## src/rtl/program_setter_if.sv

```systemverilog
// program_setter_if
//   Groups the front-panel key inputs, the system state and the program-word
//   outputs of program_setter into one bundle.
//   master : drives state and the raw keys, observes the program word.
//   slave  : the program_setter block itself.
interface program_setter_if;
  logic [2:0]  state;       // system state, same clock domain as the setter
  logic        btn_up;      // raw keys, active high, asynchronous
  logic        btn_down;
  logic        btn_next;
  logic        btn_preset;
  logic [25:0] data;        // program word
  logic [2:0]  sel;         // field currently being edited
  logic [1:0]  preset_idx;  // last preset loaded
  logic        cfg_err;     // program word is all zeros

  modport master (
    output state, btn_up, btn_down, btn_next, btn_preset,
    input  data, sel, preset_idx, cfg_err
  );

  modport slave (
    input  state, btn_up, btn_down, btn_next, btn_preset,
    output data, sel, preset_idx, cfg_err
  );
endinterface

```

## src/rtl/program_setter.sv

```systemverilog
// program_setter
//   Front-panel program entry for the washing-machine controller. Synchronises
//   four push-buttons, edge-detects them, auto-repeats held up/down keys and
//   edits one digit field of the 26-bit program word while in the set state.
//   In the begin state the selected preset is reloaded every cycle; in every
//   other state the word, field select and preset index hold.
//   Ports:
//     clk    : system clock, rising edge
//     rst_n  : asynchronous active-low reset, synchronous release
//     bus    : program_setter_if.slave (state, keys in; data, sel,
//              preset_idx, cfg_err out)
//
//   Auto-repeat FSM:
//     state     | meaning
//     RP_IDLE   | no up/down key being tracked
//     RP_DELAY  | initial step taken, waiting REPEAT_DELAY cycles of hold
//     RP_REPEAT | stepping every REPEAT_RATE cycles while the key is held
module program_setter #(
  parameter logic [25:0] PRESET0      = 26'h0A4_9249,
  parameter logic [25:0] PRESET1      = 26'h0C2_4A49,
  parameter logic [25:0] PRESET2      = 26'h1E4_9292,
  parameter logic [25:0] PRESET3      = 26'h029_2040,
  parameter int unsigned REPEAT_DELAY = 8,
  parameter int unsigned REPEAT_RATE  = 4
) (
  input logic            clk,
  input logic            rst_n,
  program_setter_if.slave bus
);

  localparam logic [2:0] ST_BEGIN = 3'd1;
  localparam logic [2:0] ST_SET   = 3'd2;

  localparam int unsigned CNT_MAX = (REPEAT_DELAY > REPEAT_RATE) ? REPEAT_DELAY : REPEAT_RATE;
  localparam int unsigned CNT_W   = (CNT_MAX < 2) ? 1 : $clog2(CNT_MAX);
  localparam logic [CNT_W-1:0] DELAY_LOAD = CNT_W'(REPEAT_DELAY - 1);
  localparam logic [CNT_W-1:0] RATE_LOAD  = CNT_W'(REPEAT_RATE - 1);

  typedef enum logic [1:0] {
    RP_IDLE   = 2'd0,
    RP_DELAY  = 2'd1,
    RP_REPEAT = 2'd2
  } rp_state_e;

  // key vector order: {preset, next, down, up}
  logic [3:0] key_raw;
  logic [3:0] sync1_q, sync1_d;
  logic [3:0] sync2_q, sync2_d;
  logic [3:0] sync3_q, sync3_d;
  logic [3:0] key_edge;

  logic [25:0] data_q, data_d;
  logic [2:0]  sel_q, sel_d;
  logic [1:0]  preset_idx_q, preset_idx_d;

  rp_state_e        rp_q, rp_d;
  logic             rp_key_q, rp_key_d;   // 0 = up, 1 = down
  logic [CNT_W-1:0] rp_cnt_q, rp_cnt_d;

  logic in_set;
  logic held;
  logic rep_fire;
  logic up_act, down_act;
  logic do_up, do_down, do_next, do_preset;
  logic [3:0] fld, fld_max, fld_new;
  logic [1:0] preset_inc;

  function automatic logic [25:0] preset_word(input logic [1:0] idx);
    logic [25:0] w;
    case (idx)
      2'd0:    w = PRESET0;
      2'd1:    w = PRESET1;
      2'd2:    w = PRESET2;
      default: w = PRESET3;
    endcase
    return w;
  endfunction

  assign key_raw = {bus.btn_preset, bus.btn_next, bus.btn_down, bus.btn_up};

  always_comb begin
    sync1_d = key_raw;
    sync2_d = sync1_q;
    sync3_d = sync2_q;
  end

  // sync3 is the previous synchronised level, so the pulse lasts one cycle
  assign key_edge = sync2_q & ~sync3_q;

  assign in_set   = (bus.state == ST_SET);
  assign held     = rp_key_q ? sync2_q[1] : sync2_q[0];
  assign rep_fire = (rp_q != RP_IDLE) && held && (rp_cnt_q == '0);

  assign up_act   = key_edge[0] | (rep_fire & ~rp_key_q);
  assign down_act = key_edge[1] | (rep_fire &  rp_key_q);

  // one action per cycle: up > down > next > preset
  always_comb begin
    do_up     = in_set & up_act;
    do_down   = in_set & down_act & ~up_act;
    do_next   = in_set & key_edge[2] & ~up_act & ~down_act;
    do_preset = in_set & key_edge[3] & ~up_act & ~down_act & ~key_edge[2];
  end

  always_comb begin
    rp_d     = rp_q;
    rp_key_d = rp_key_q;
    rp_cnt_d = rp_cnt_q;
    if (!in_set) begin
      rp_d = RP_IDLE;
    end else if (do_up && key_edge[0]) begin
      rp_d     = RP_DELAY;
      rp_key_d = 1'b0;
      rp_cnt_d = DELAY_LOAD;
    end else if (do_down && key_edge[1]) begin
      rp_d     = RP_DELAY;
      rp_key_d = 1'b1;
      rp_cnt_d = DELAY_LOAD;
    end else begin
      case (rp_q)
        RP_DELAY, RP_REPEAT: begin
          if (!held) begin
            rp_d = RP_IDLE;
          end else if (rp_cnt_q == '0) begin
            rp_d     = RP_REPEAT;
            rp_cnt_d = RATE_LOAD;
          end else begin
            rp_cnt_d = rp_cnt_q - 1'b1;
          end
        end
        default: rp_d = RP_IDLE;
      endcase
    end
  end

  always_comb begin
    fld     = '0;
    fld_max = '0;
    case (sel_q)
      3'd0:    begin fld = {1'b0, data_q[25:23]}; fld_max = 4'd5; end
      3'd1:    begin fld = data_q[22:19];         fld_max = 4'd9; end
      3'd2:    begin fld = {1'b0, data_q[18:16]}; fld_max = 4'd7; end
      3'd3:    begin fld = {1'b0, data_q[15:13]}; fld_max = 4'd7; end
      3'd4:    begin fld = {1'b0, data_q[12:10]}; fld_max = 4'd7; end
      3'd5:    begin fld = data_q[9:6];           fld_max = 4'd9; end
      3'd6:    begin fld = {1'b0, data_q[5:3]};   fld_max = 4'd7; end
      default: begin fld = {1'b0, data_q[2:0]};   fld_max = 4'd7; end
    endcase
  end

  // out-of-range digits (possible in a preset) snap to 0 going up, max going down
  always_comb begin
    if (do_up) begin
      fld_new = (fld >= fld_max) ? 4'd0 : fld + 4'd1;
    end else begin
      fld_new = ((fld == 4'd0) || (fld > fld_max)) ? fld_max : fld - 4'd1;
    end
  end

  assign preset_inc = preset_idx_q + 2'd1;

  always_comb begin
    data_d       = data_q;
    sel_d        = sel_q;
    preset_idx_d = preset_idx_q;
    if (bus.state == ST_BEGIN) begin
      data_d = preset_word(preset_idx_q);
      sel_d  = 3'd0;
    end else if (do_up || do_down) begin
      case (sel_q)
        3'd0:    data_d[25:23] = fld_new[2:0];
        3'd1:    data_d[22:19] = fld_new;
        3'd2:    data_d[18:16] = fld_new[2:0];
        3'd3:    data_d[15:13] = fld_new[2:0];
        3'd4:    data_d[12:10] = fld_new[2:0];
        3'd5:    data_d[9:6]   = fld_new;
        3'd6:    data_d[5:3]   = fld_new[2:0];
        default: data_d[2:0]   = fld_new[2:0];
      endcase
    end else if (do_next) begin
      sel_d = sel_q + 3'd1;
    end else if (do_preset) begin
      preset_idx_d = preset_inc;
      data_d       = preset_word(preset_inc);
      sel_d        = 3'd0;
    end
  end

  always_ff @(posedge clk or negedge rst_n) begin
    if (!rst_n) begin
      sync1_q      <= '0;
      sync2_q      <= '0;
      sync3_q      <= '0;
      data_q       <= PRESET0;
      sel_q        <= '0;
      preset_idx_q <= '0;
      rp_q         <= RP_IDLE;
      rp_key_q     <= 1'b0;
      rp_cnt_q     <= '0;
    end else begin
      sync1_q      <= sync1_d;
      sync2_q      <= sync2_d;
      sync3_q      <= sync3_d;
      data_q       <= data_d;
      sel_q        <= sel_d;
      preset_idx_q <= preset_idx_d;
      rp_q         <= rp_d;
      rp_key_q     <= rp_key_d;
      rp_cnt_q     <= rp_cnt_d;
    end
  end

  assign bus.data       = data_q;
  assign bus.sel        = sel_q;
  assign bus.preset_idx = preset_idx_q;
  assign bus.cfg_err    = (data_q == '0);

endmodule

```

## src/flat_wrapper.sv

```systemverilog
// flat-port wrapper written by rule: the top's interface ports become plain ports
module program_setter_flat 
#(
  parameter logic [25:0] PRESET0      = 26'h0A4_9249,
  parameter logic [25:0] PRESET1      = 26'h0C2_4A49,
  parameter logic [25:0] PRESET2      = 26'h1E4_9292,
  parameter logic [25:0] PRESET3      = 26'h029_2040,
  parameter int unsigned REPEAT_DELAY = 8,
  parameter int unsigned REPEAT_RATE  = 4
)
  (clk, rst_n, bus_state, bus_btn_up, bus_btn_down, bus_btn_next, bus_btn_preset, bus_data, bus_sel, bus_preset_idx, bus_cfg_err);
  program_setter_if bus_i ();
  input logic clk;
  input logic rst_n;
  input wire logic [$bits(bus_i.state)-1:0] bus_state;
  input wire logic [$bits(bus_i.btn_up)-1:0] bus_btn_up;
  input wire logic [$bits(bus_i.btn_down)-1:0] bus_btn_down;
  input wire logic [$bits(bus_i.btn_next)-1:0] bus_btn_next;
  input wire logic [$bits(bus_i.btn_preset)-1:0] bus_btn_preset;
  output wire logic [$bits(bus_i.data)-1:0] bus_data;
  output wire logic [$bits(bus_i.sel)-1:0] bus_sel;
  output wire logic [$bits(bus_i.preset_idx)-1:0] bus_preset_idx;
  output wire logic [$bits(bus_i.cfg_err)-1:0] bus_cfg_err;
  assign bus_i.state = bus_state;
  assign bus_i.btn_up = bus_btn_up;
  assign bus_i.btn_down = bus_btn_down;
  assign bus_i.btn_next = bus_btn_next;
  assign bus_i.btn_preset = bus_btn_preset;
  assign bus_data = bus_i.data;
  assign bus_sel = bus_i.sel;
  assign bus_preset_idx = bus_i.preset_idx;
  assign bus_cfg_err = bus_i.cfg_err;
  program_setter #(.PRESET0(PRESET0), .PRESET1(PRESET1), .PRESET2(PRESET2), .PRESET3(PRESET3), .REPEAT_DELAY(REPEAT_DELAY), .REPEAT_RATE(REPEAT_RATE)) u_core (.clk(clk), .rst_n(rst_n), .bus(bus_i));
endmodule
```

## config.mk

```make
export PLATFORM = sky130hd
export DESIGN_NAME = program_setter_flat
export DESIGN_NICKNAME = d
export VERILOG_FILES = /design/src/rtl/program_setter_if.sv /design/src/rtl/program_setter.sv /design/src/flat_wrapper.sv
export SDC_FILE = /design/constraint.sdc
export NUM_CORES = 1
export LEC_CHECK = 0
export BUFFER_PORTS_ARGS = -buffer_cell sky130_fd_sc_hd__buf_2
export CAP_MARGIN = 20
export CORE_MARGIN = 1.5
export CORE_UTILIZATION = 40
export CTS_CLUSTER_DIAMETER = 100
export DETAILED_ROUTE_END_ITERATION = 16
export MAX_ROUTING_LAYER = met4
export PLACE_DENSITY = 0.57
export SLEW_MARGIN = 20
export SYNTH_ARGS = -nofsm -noshare
export SYNTH_HDL_FRONTEND = slang
export SYNTH_SLANG_ARGS = --single-unit
```

## constraint.sdc

```tcl
create_clock -name clk -period 9.85 [get_ports clk]
set_input_delay 1.97 -clock clk [delete_from_list [all_inputs] [get_ports clk]]
set_output_delay 1.97 -clock clk [all_outputs]
set_load 0.02 [all_outputs]
```

==> impl_metrics.json, run 1 <==
{
  "status": "completed",
  "cts_buffers": 5,
  "gp_congestion": 0.9484,
  "power.internal_mw": 0.4189,
  "critical_path.max_fanout": 17,
  "netlist-cell-type-count": 63,
  "avgViaCountPerCell": 5.647,
  "initial_core_util_pct": 41.71,
  "rows": 31,
  "max-cap-violations": 0,
  "synth_area_leaders": "dfrtp_1 33%, ha_1 9.0%, dfstp_2 7.8%",
  "clk_latency_ps": 310,
  "synth_top_area_share_pct": 32.91,
  "slew_headroom_pct": 37.07,
  "die_w_um": 90.20,
  "path_class": "reg2reg",
  "slowest_stage": "dfrtp_1",
  "hold_viol": 0,
  "antenna_left": 0,
  "drive_above_1_share_pct": 23.01,
  "antenna_found_initial": 0,
  "cts_tree": "yes",
  "tightest_slew_ps": 941.9,
  "root_buffer": "clkbuf_8",
  "multi_input_area_sq_mm": 0.001675,
  "area_growth_pct": 12.46,
  "synth-seq-cells": 49,
  "io_buffers": 40,
  "grtUsageTotal_pct": 20.91,
  "pre_cts_ws_ps": 5545,
  "drc_errors": 0,
  "max_stage_delay_ps": 720,
  "ir_worst_vdd_uv": 133.2,
  "n_antenna_cell": 0,
  "comb_power_share_pct": 42.0,
  "dieArea_sq_mm": 0.008136,
  "synth_area_sq_mm": 0.003042,
  "grt_pass1_wl_mm": 13.10,
  "worst_clock_skew_ps": 10.93,
  "synth_seq_area_share_pct": 40.68,
  "fin_cells": 464,
  "drtIter0Drc": 153,
  "synth_warnings": 0,
  "coreArea_sq_mm": 0.007292,
  "clockBufferDepth": 2,
  "syn-num-nets": 355,
  "first_pass_iters": 5,
  "dp_cells": 456,
  "die_h_um": 90.20,
  "wl_mm": 8.126,
  "hold_buffers": 0,
  "seqCellArea_sq_mm": 0.001237,
  "crit_family": "compound AO/OA/AOI/OAI gates",
  "yosys.area.top_type": "dfrtp_1",
  "cp_common_cell": "ha_1",
  "netSwitchingPower_mw": 0.3225,
  "crit_buf_inv": 1,
  "fin_crit_sh_pct": 45.05,
  "worstPathCellList": "inv_1, ha_1, or4_4, a31oi_2, ha_1, and2_1, a221oi_1, o22ai_2, a22oi_1, o21ai_0, mux2_2",
  "synth_edf_count": 0,
  "power_density_mw_per_mm2": 216.7,
  "ys.flop_type": "dfrtp_1",
  "clkPwrFrac_pct": 17.0,
  "timing.final.ws_setup_ps": 5413,
  "synthArstFlopShare_pct": 100.0,
  "ctsHtreeMaxLevel": 2,
  "ctsResizeCount": 0,
  "hold_class": "reg2reg",
  "wl_per_cell_um": 17.51,
  "fin_crit_ps": 4437,
  "switching_share_pct": 43.50,
  "setup_viol_count_final": 0,
  "fmax_mhz": 225.4,
  "cp.required_ps": 10100,
  "cts.sinks": 49,
  "crit_arrival_ps": 4690,
  "num_vias": 2620,
  "netlist_instances": 324,
  "grt_max_degree": 50,
  "dpl.hpwl_mm": 6.063,
  "cts_setup_buffers": 0,
  "pwr-share-seq_pct": 41.0,
  "p_leak_nw": 1.534,
  "syn_avg_cell_area_sq_um": 9.388,
  "rsz0062_at_grt": "false",
  "cp-start-kind": "flip-flop",
  "fill_cells": 728,
  "total_power_mw": 0.7414,
  "io_pins": 41,
  "nNetsFinal": 395,
  "clk_pin_slew_ps": 100,
  "finalMaxSlewViolations": 0,
  "grt_pass1_vias": 2461,
  "finalSetupTns_ps": 0,
  "cp-end-kind": "flip-flop",
  "grt_overflow": 0
}
cell usage after synthesis, types with 5 or more instances:
cell      instances
a22oi_1           5
nor3_1            5
dfstp_2           9
nand2_1          33
mux2i_1           5
a31oi_1          13
a21oi_1          17
mux2_2            8
nor2_1           33
nor4_1            6
dfrtp_1          40
ha_1             22
clkbuf_1          5
o211ai_1          5
inv_1            21
o21ai_0          17
path summary, 6_finish.rpt:
path | to | startpoint | slack [ps] | cells past startpoint
hold reg to reg | u_core.sync2_q[1]$_DFF_PN0_ | u_core.sync1_q[1]$_DFF_PN0_ | 360 | 0
hold / removal | u_core.sync2_q[1]$_DFF_PN0_ | u_core.sync1_q[1]$_DFF_PN0_ | 360 | 0
setup reg to reg | u_core.bus.data[0]$_DFFE_PN1P_ | u_core.bus.sel[2]$_DFFE_PN0P_ | 5410 | 11
setup / recovery | u_core.bus.data[0]$_DFFE_PN1P_ | u_core.bus.sel[2]$_DFFE_PN0P_ | 5410 | 11
max in group asynchronous | u_core.bus.data[19]$_DFFE_PN0P_ | rst_n | 7680 | 2
min in group asynchronous | u_core.sync1_q[1]$_DFF_PN0_ | rst_n | 1760 | 2
cell type report:
cell class / count / area share, %
sequential: 49 / 36.17
clock inverter: 3 / 0.6218
timing repair buffer: 42 / 6.291
tap: 99 / 3.621
multi-input combinational: 245 / 48.98
clock buffer: 5 / 2.012
inverter: 21 / 2.304
placed cells by master (no fill, tap or decap), drive strengths merged, types with 9 or more instances in the layout:
master,n
a21oi,18
dfstp,9
dfrtp,40
inv,22
nand2,34
a31oi,15
o21ai,22
nor2,34
ha,22
buf,42
worst register-to-register path: stages (launching register included):
cell      delay [ps]
dfrtp_1          720
inv_1            140
ha_1             320
or4_4            560
a31oi_2          400
ha_1             320
and2_1           170
a221oi_1         610
o22ai_2          220
a22oi_1          390
o21ai_0          240
mux2_2           310
state kept, by name (all words and copies together), names as in the netlist:
register / count
u_core.bus.preset_idx: 2
u_core.bus.data: 26
u_core.sync1_q: 4
u_core.sync3_q: 4
u_core.rp_q: 2
u_core.rp_cnt_q: 3
u_core.sync2_q: 4
u_core.rp_key_q: 1
u_core.bus.sel: 3
per-layer routing:
metal	share of wire (%)	wire (um)	vias to the layer above	global-route usage (%)
met5	0	0	-	-
met4	1.4	110	0	5.556
met3	4.4	360	12	2.961
li1	-	-	1262	-
met1	49	3961	1255	29.20
met2	45	3693	91	31.82
power by group through the flow:
stage               combinational (mW)  sequential, mW  clock [mW]
floorplan                        0.180           0.332           0
global route                     0.340           0.310       0.136
finish                           0.311           0.304       0.126
CTS                              0.310           0.303       0.127
global placement                 0.308           0.306           0
detailed placement               0.309           0.307           0
logic make-up after synthesis:
logic type / Yosys count / share of synthesized area [%]
adders and majority gates: 22 / 9.050
xor gates and xnor gates: 3 / 0.8640
and+or+nand+nor: 109 / 17.77
AOI/OAI and AO/OA: 98 / 22.79
DFF: 49 / 40.68
buffers and inverters: 30 / 4.237
muxes: 13 / 4.607
metrics by stage:
stage	util [%]	hold WS, ps	cell area (sq um)
2_1_floorplan	-	331.2	3042
3_3_place_gp	45.68	332.5	3331
3_5_place_dp	45.68	337.3	3331
4_1_cts	46.91	359.3	3421
5_1_grt	46.91	366.3	3421
6_report	46.91	356.1	3421
No activity file was read; power rests on OpenSTA's default activity.
==> inputs of run 2 (changes only) <==
--- a/config.mk
+++ b/config.mk
@@ -12,7 +12,7 @@
 export CTS_CLUSTER_DIAMETER = 100
 export DETAILED_ROUTE_END_ITERATION = 16
 export MAX_ROUTING_LAYER = met4
-export PLACE_DENSITY = 0.57
+export PLACE_DENSITY = 0.59
 export SLEW_MARGIN = 20
 export SYNTH_ARGS = -nofsm -noshare
 export SYNTH_HDL_FRONTEND = slang
==> constraint.sdc (replaced) <==
create_clock -name clk -period 3.9 [get_ports clk]
set_input_delay 0.78 -clock clk [delete_from_list [all_inputs] [get_ports clk]]
set_output_delay 0.78 -clock clk [all_outputs]
set_load 0.02 [all_outputs]
==> run 2 against run 1 <==
Via count grew 2.4%. Setup slack worse by 5200 ps. Fmax is 21% higher. Clock power grew to 3.1 times the previous value. First-iteration DRC count is 48% higher. Clock-buffer cell count up 1. Combinational power grew to 2.6 times the previous value. Global-route usage increased by 0.18 points. Die area unchanged. Utilization is 1.6 points higher. Routed wire length increased by 0.52%. Sequential share of layout area decreased by 1.2 points. Critical path type unchanged. Largest cell class unchanged. Largest power group unchanged.
==> impl_metrics.json, run 2 (same netlist as run 1, synthesis figures left out) <==
{
  "status": "completed",
  "path_class": "reg2reg",
  "r2r-start": "u_core.bus.sel[0]$_DFFE_PN0P_",
  "holdPathStages": 0,
  "cts_tree": "yes",
  "gp_congestion": 0.8654,
  "crit_arrival_ps": 3820,
  "dp_cells": 466,
  "clk_pin_slew_ps": 100,
  "hp-start": "u_core.sync1_q[3]$_DFF_PN0_",
  "max-cap-violations": 0,
  "fin_crit_ps": 3654,
  "die_w_um": 90.20,
  "rrSetupSlack_ps": 250,
  "drc_errors": 0,
  "fill_cells": 745,
  "wl_mm": 8.168,
  "holdPathEnd": "u_core.sync2_q[3]$_DFF_PN0_",
  "finalSetupTns_ps": 0,
  "drive_above_1_share_pct": 25.60,
  "fin_cells": 474,
  "largest_reg_flops": 26,
  "design_area_sq_mm": 0.003540,
  "power_density_mw_per_mm2": 555.1,
  "dpl-instance-area_sq_mm": 0.003412,
  "dieArea_sq_mm": 0.008136,
  "wl_per_cell_um": 17.23,
  "coreArea_sq_mm": 0.007292,
  "tightest_slew_ps": 829.9,
  "fmax_mhz": 273.7,
  "cp-start-kind": "flip-flop",
  "fin_crit_sh_pct": 93.68,
  "hold_class": "reg2reg",
  "setup_viol_count_final": 0,
  "slew_headroom_pct": 44.09,
  "root_buffer": "clkbuf_8",
  "mostFrequentLayoutCell": "dfrtp_1",
  "nNetsFinal": 405,
  "first_pass_iters": 5,
  "clockBufferDepth": 2,
  "n_antenna_cell": 0,
  "io_pins": 41,
  "r2r_cells": 12,
  "cts_buffers": 5,
  "antenna_found_initial": 0,
  "final_cell_mix": "40 x dfrtp_1, 39 x buf_2, 33 x nand2_1, 33 x nor2_1, 22 x ha_1",
  "pre_cts_ws_ps": 242.0,
  "p_leak_nw": 1.601,
  "timing.final.ws_setup_ps": 246.4,
  "rsz0062_at_grt": "false",
  "hold_buffers": 0,
  "whs_ps": 354.5,
  "cp.required_ps": 4070,
  "finalMaxSlewViolations": 0,
  "grt_overflow": 0,
  "ctsHtreeMaxLevel": 2,
  "ir_worst_vdd_uv": 244.6,
  "worstReg2RegEnd": "u_core.bus.data[24]$_DFFE_PN0P_",
  "dpl.hpwl_mm": 6.312,
  "critical_path.max_fanout": 8,
  "cts.sinks": 49,
  "grt_max_degree": 47,
  "initial_core_util_pct": 41.71,
  "clk_latency_ps": 310,
  "cp-end-kind": "flip-flop",
  "antenna_left": 0,
  "grtUsageTotal_pct": 21.08,
  "area_growth_pct": 16.37,
  "rows": 31,
  "avgViaCountPerCell": 5.662,
  "io_buffers": 40,
  "worst_clock_skew_ps": 7.140,
  "num_vias": 2684,
  "die_h_um": 90.20,
  "hold_viol": 0,
  "grt_pass1_vias": 2572,
  "grt_pass1_wl_mm": 13.19,
  "drtIter0Drc": 227
}
run 2: worst max path at each step:
stage / start / to / slack (ps) / cells past startpoint
2_1_floorplan: u_core.bus.sel[2]$_DFFE_PN0P_ / u_core.bus.data[0]$_DFFE_PN1P_ / 80 / 14
6_report: u_core.bus.sel[0]$_DFFE_PN0P_ / u_core.bus.data[24]$_DFFE_PN0P_ / 250 / 12
3_5_place_dp: u_core.bus.sel[0]$_DFFE_PN0P_ / u_core.bus.data[0]$_DFFE_PN1P_ / 240 / 12
4_1_cts: u_core.bus.sel[0]$_DFFE_PN0P_ / u_core.bus.data[0]$_DFFE_PN1P_ / 240 / 12
5_1_grt: u_core.bus.sel[0]$_DFFE_PN0P_ / u_core.bus.data[7]$_DFFE_PN0P_ / 70 / 12
3_3_place_gp: u_core.bus.sel[0]$_DFFE_PN0P_ / u_core.bus.data[0]$_DFFE_PN1P_ / 330 / 12
run 2: final cells by class:
type | instances | area, sq um | area share [%]
tap | 99 | 123.9 | 3.499
clock buffer | 6 | 82.58 | 2.333
multi-input combinational | 245 | 1687 | 47.65
clock inverter | 2 | 37.54 | 1.060
timing repair buffer | 52 | 292.8 | 8.271
inverter | 21 | 78.83 | 2.227
sequential | 49 | 1237 | 34.96
run 2: critical path: stages, from the launching register on:
cell	delay, ps
dfrtp_1	480
inv_1	100
ha_1	310
or4_4	620
nor2_1	130
a31oi_2	60
ha_1	310
and2_1	180
a221oi_2	450
o22ai_2	210
o2bb2ai_2	160
o21ai_2	340
a31oi_1	140
run 2: per-stage QoR:
step           power, mW  utilization (%)
2_1_floorplan      1.296                -
3_3_place_gp       1.573            46.79
3_5_place_dp       1.579            46.79
4_1_cts            1.963            48.44
5_1_grt            2.078            48.54
6_report           1.965            48.54
run 2: metal layers:
layer / track usage, % / wire, um
met1: 29.34 / 3789
met2: 32.20 / 3721
met3: 2.369 / 499
met4: 6.746 / 158
met5: - / 0
run 2: power breakdown:
group          total (mW)  switching [mW]  internal [mW]
clock               0.388           0.179          0.209
sequential          0.762           0.127          0.635
combinational       0.815           0.504          0.311
run 2: repair_timing:
action                                  in CTS  in global routing
endpoints found under the setup margin       0                  1
resized for setup                            0                  1
setup buffers                                0                  0
==> inputs of run 3 (changes only) <==
--- a/config.mk
+++ b/config.mk
@@ -5,14 +5,13 @@
 export SDC_FILE = /design/constraint.sdc
 export NUM_CORES = 1
 export LEC_CHECK = 0
-export BUFFER_PORTS_ARGS = -buffer_cell sky130_fd_sc_hd__buf_2
 export CAP_MARGIN = 20
 export CORE_MARGIN = 1.5
-export CORE_UTILIZATION = 40
-export CTS_CLUSTER_DIAMETER = 100
+export CORE_UTILIZATION = 45
 export DETAILED_ROUTE_END_ITERATION = 16
+export DONT_BUFFER_PORTS = 1
 export MAX_ROUTING_LAYER = met4
-export PLACE_DENSITY = 0.59
+export PLACE_DENSITY = 0.6
 export SLEW_MARGIN = 20
 export SYNTH_ARGS = -nofsm -noshare
 export SYNTH_HDL_FRONTEND = slang
==> run 3 against run 2 <==
The run now ends with DRC left. Clock power fell by 14%. Utilization rose by 2.7 points. Global-route usage rose by 2.6 points. Non-clock buffer count fell by 41. Critical path type unchanged. Critical endpoint is now u_core.bus.data[0]$_DFFE_PN1P_. Largest cell class unchanged.
==> impl_metrics.json, run 3 (same netlist as run 1, synthesis figures left out) <==
{
  "p_leak_nw": 1.415,
  "io_buffers": 0,
  "dp_cells": 403,
  "clk_latency_ps": 310,
  "nNetsFinal": 364,
  "max_stage_delay_ps": 490,
  "coreArea_sq_mm": 0.006422,
  "hold_class": "in2async",
  "wl_per_cell_um": 18.79,
  "slowest_stage": "dfrtp_2",
  "drtIter0Drc": 243,
  "mostFrequentLayoutCell": "dfrtp_1",
  "cp_common_cell": "ha_1",
  "die_h_um": 85.22,
  "cp-start-kind": "flip-flop",
  "setup_viol_count_final": 0,
  "clockBufferDepth": 2,
  "wl_mm": 7.722,
  "first_pass_iters": 11,
  "worstPathCellList": "inv_1, ha_1, nor2b_1, a222oi_1, a31oi_2, ha_1, and2_1, a221oi_4, o22ai_2, a22oi_1, o21ai_0, mux2_2",
  "rsz0062_at_grt": "false",
  "root_buffer": "clkbuf_8",
  "largest_reg_flops": 26,
  "ctsHtreeMaxLevel": 2,
  "r2r-start": "u_core.bus.sel[1]$_DFFE_PN0P_",
  "final_cell_mix": "39 x dfrtp_1, 33 x nand2_1, 33 x nor2_1",
  "crit_family": "compound AO/OA/AOI/OAI gates",
  "rrSetupSlack_ps": 280,
  "violations": "DRC",
  "drc_errors": 3,
  "die_w_um": 85.22,
  "cp.required_ps": 4140,
  "cp.depth": 12,
  "tightest_slew_ps": 1075,
  "cts_tree": "yes",
  "fin_crit_sh_pct": 92.72,
  "max-cap-violations": 0,
  "grtUsageTotal_pct": 23.71,
  "fmax_mhz": 276.5,
  "critical_path.max_fanout": 9,
  "grt_overflow": 0,
  "finalSetupTns_ps": 0,
  "status": "finished with violations",
  "crit_arrival_ps": 3860,
  "cp-end-kind": "flip-flop",
  "hold_viol": 0,
  "fin_cells": 411,
  "antenna_found_initial": 0,
  "num_vias": 2513,
  "antenna_left": 0,
  "cts_setup_buffers": 0,
  "initial_core_util_pct": 47.36,
  "clk_pin_slew_ps": 100,
  "grt_max_degree": 50,
  "cts_buffers": 5,
  "ir_worst_vdd_uv": 271.0,
  "gp_congestion": 0.9693,
  "crit_buf_inv": 1,
  "dieArea_sq_mm": 0.007262,
  "n_antenna_cell": 0,
  "power_density_mw_per_mm2": 553.1,
  "drive_above_1_share_pct": 16.47,
  "cts.sinks": 49,
  "avgViaCountPerCell": 6.114,
  "area_growth_pct": 8.145,
  "rows": 29,
  "finalMaxSlewViolations": 0,
  "fin_crit_ps": 3616,
  "path_class": "reg2reg",
  "grt_pass1_vias": 2431,
  "grt_pass1_wl_mm": 12.97,
  "crit_path_start": "u_core.bus.sel[1]$_DFFE_PN0P_",
  "worstReg2RegEnd": "u_core.bus.data[0]$_DFFE_PN1P_",
  "dpl.hpwl_mm": 5.788,
  "io_pins": 41,
  "r2r_cells": 12,
  "worst_clock_skew_ps": 9.622,
  "slew_headroom_pct": 27.85
}
run 3: area by class of cell:
cell class / count / area (sq um)
clock inverters: 2 / 17.52
multi-input cells: 245 / 1693
fillers: 602 / 3133
clock buffers: 6 / 82.58
inverters: 21 / 78.83
repair buffers: 11 / 82.58
well taps: 77 / 96.34
flip-flops and latches: 49 / 1239
run 3: worst register-to-register path: cells and delay by family (launching register included):
kind                       cells  cell delay [ps]
DFF                            1              490
muxes                          1              310
buffers and inverters          1              110
and+or+nand+nor                2              400
AOI/OAI and AO/OA              6             1650
adders and majority gates      2              610
run 3: repair_timing:
| action | in CTS | in global routing |
|---|---|---|
| gates resized for setup | 0 | 2 |
| endpoints found under the setup margin | 0 | 15 |
| hold buffers | 0 | 0 |
run 3: per-layer routing:
layer,routed length [um],vias up,global-route usage (%)
met1,3506,1198,33.29
met3,581,14,4.767
li1,-,1197,-
met4,113,0,6.259
met5,0,-,-
met2,3521,104,35.06
run 3: worst max path at each step:
stage | endpoint | slack (ps)
2_1_floorplan | u_core.bus.data[0]$_DFFE_PN1P_ | 80
4_1_cts | u_core.bus.data[0]$_DFFE_PN1P_ | 170
3_3_place_gp | u_core.bus.data[0]$_DFFE_PN1P_ | 280
5_1_grt | u_core.bus.data[0]$_DFFE_PN1P_ | 70
3_5_place_dp | u_core.bus.data[0]$_DFFE_PN1P_ | 210
6_report | u_core.bus.data[0]$_DFFE_PN1P_ | 280
run 3: through the flow:
step	util (%)	setup slack, ps	instance area (sq um)	hold WS (ps)	power [mW]
after global routing	51.22	74.50	3289	132.7	1.937
after global placement	49.46	277.4	3177	332.3	1.479
final	51.22	283.8	3289	151.1	1.819
after CTS	51.02	168.7	3277	143.1	1.815
after floorplan	-	77.45	3049	331.2	1.296
after detailed placement	49.46	207.6	3177	335.6	1.480
run 3: power by group:
group	switching (mW)	internal, mW	total, mW
logic	0.349	0.252	0.601
clock network	0.185	0.148	0.332
registers	0.250	0.637	0.886
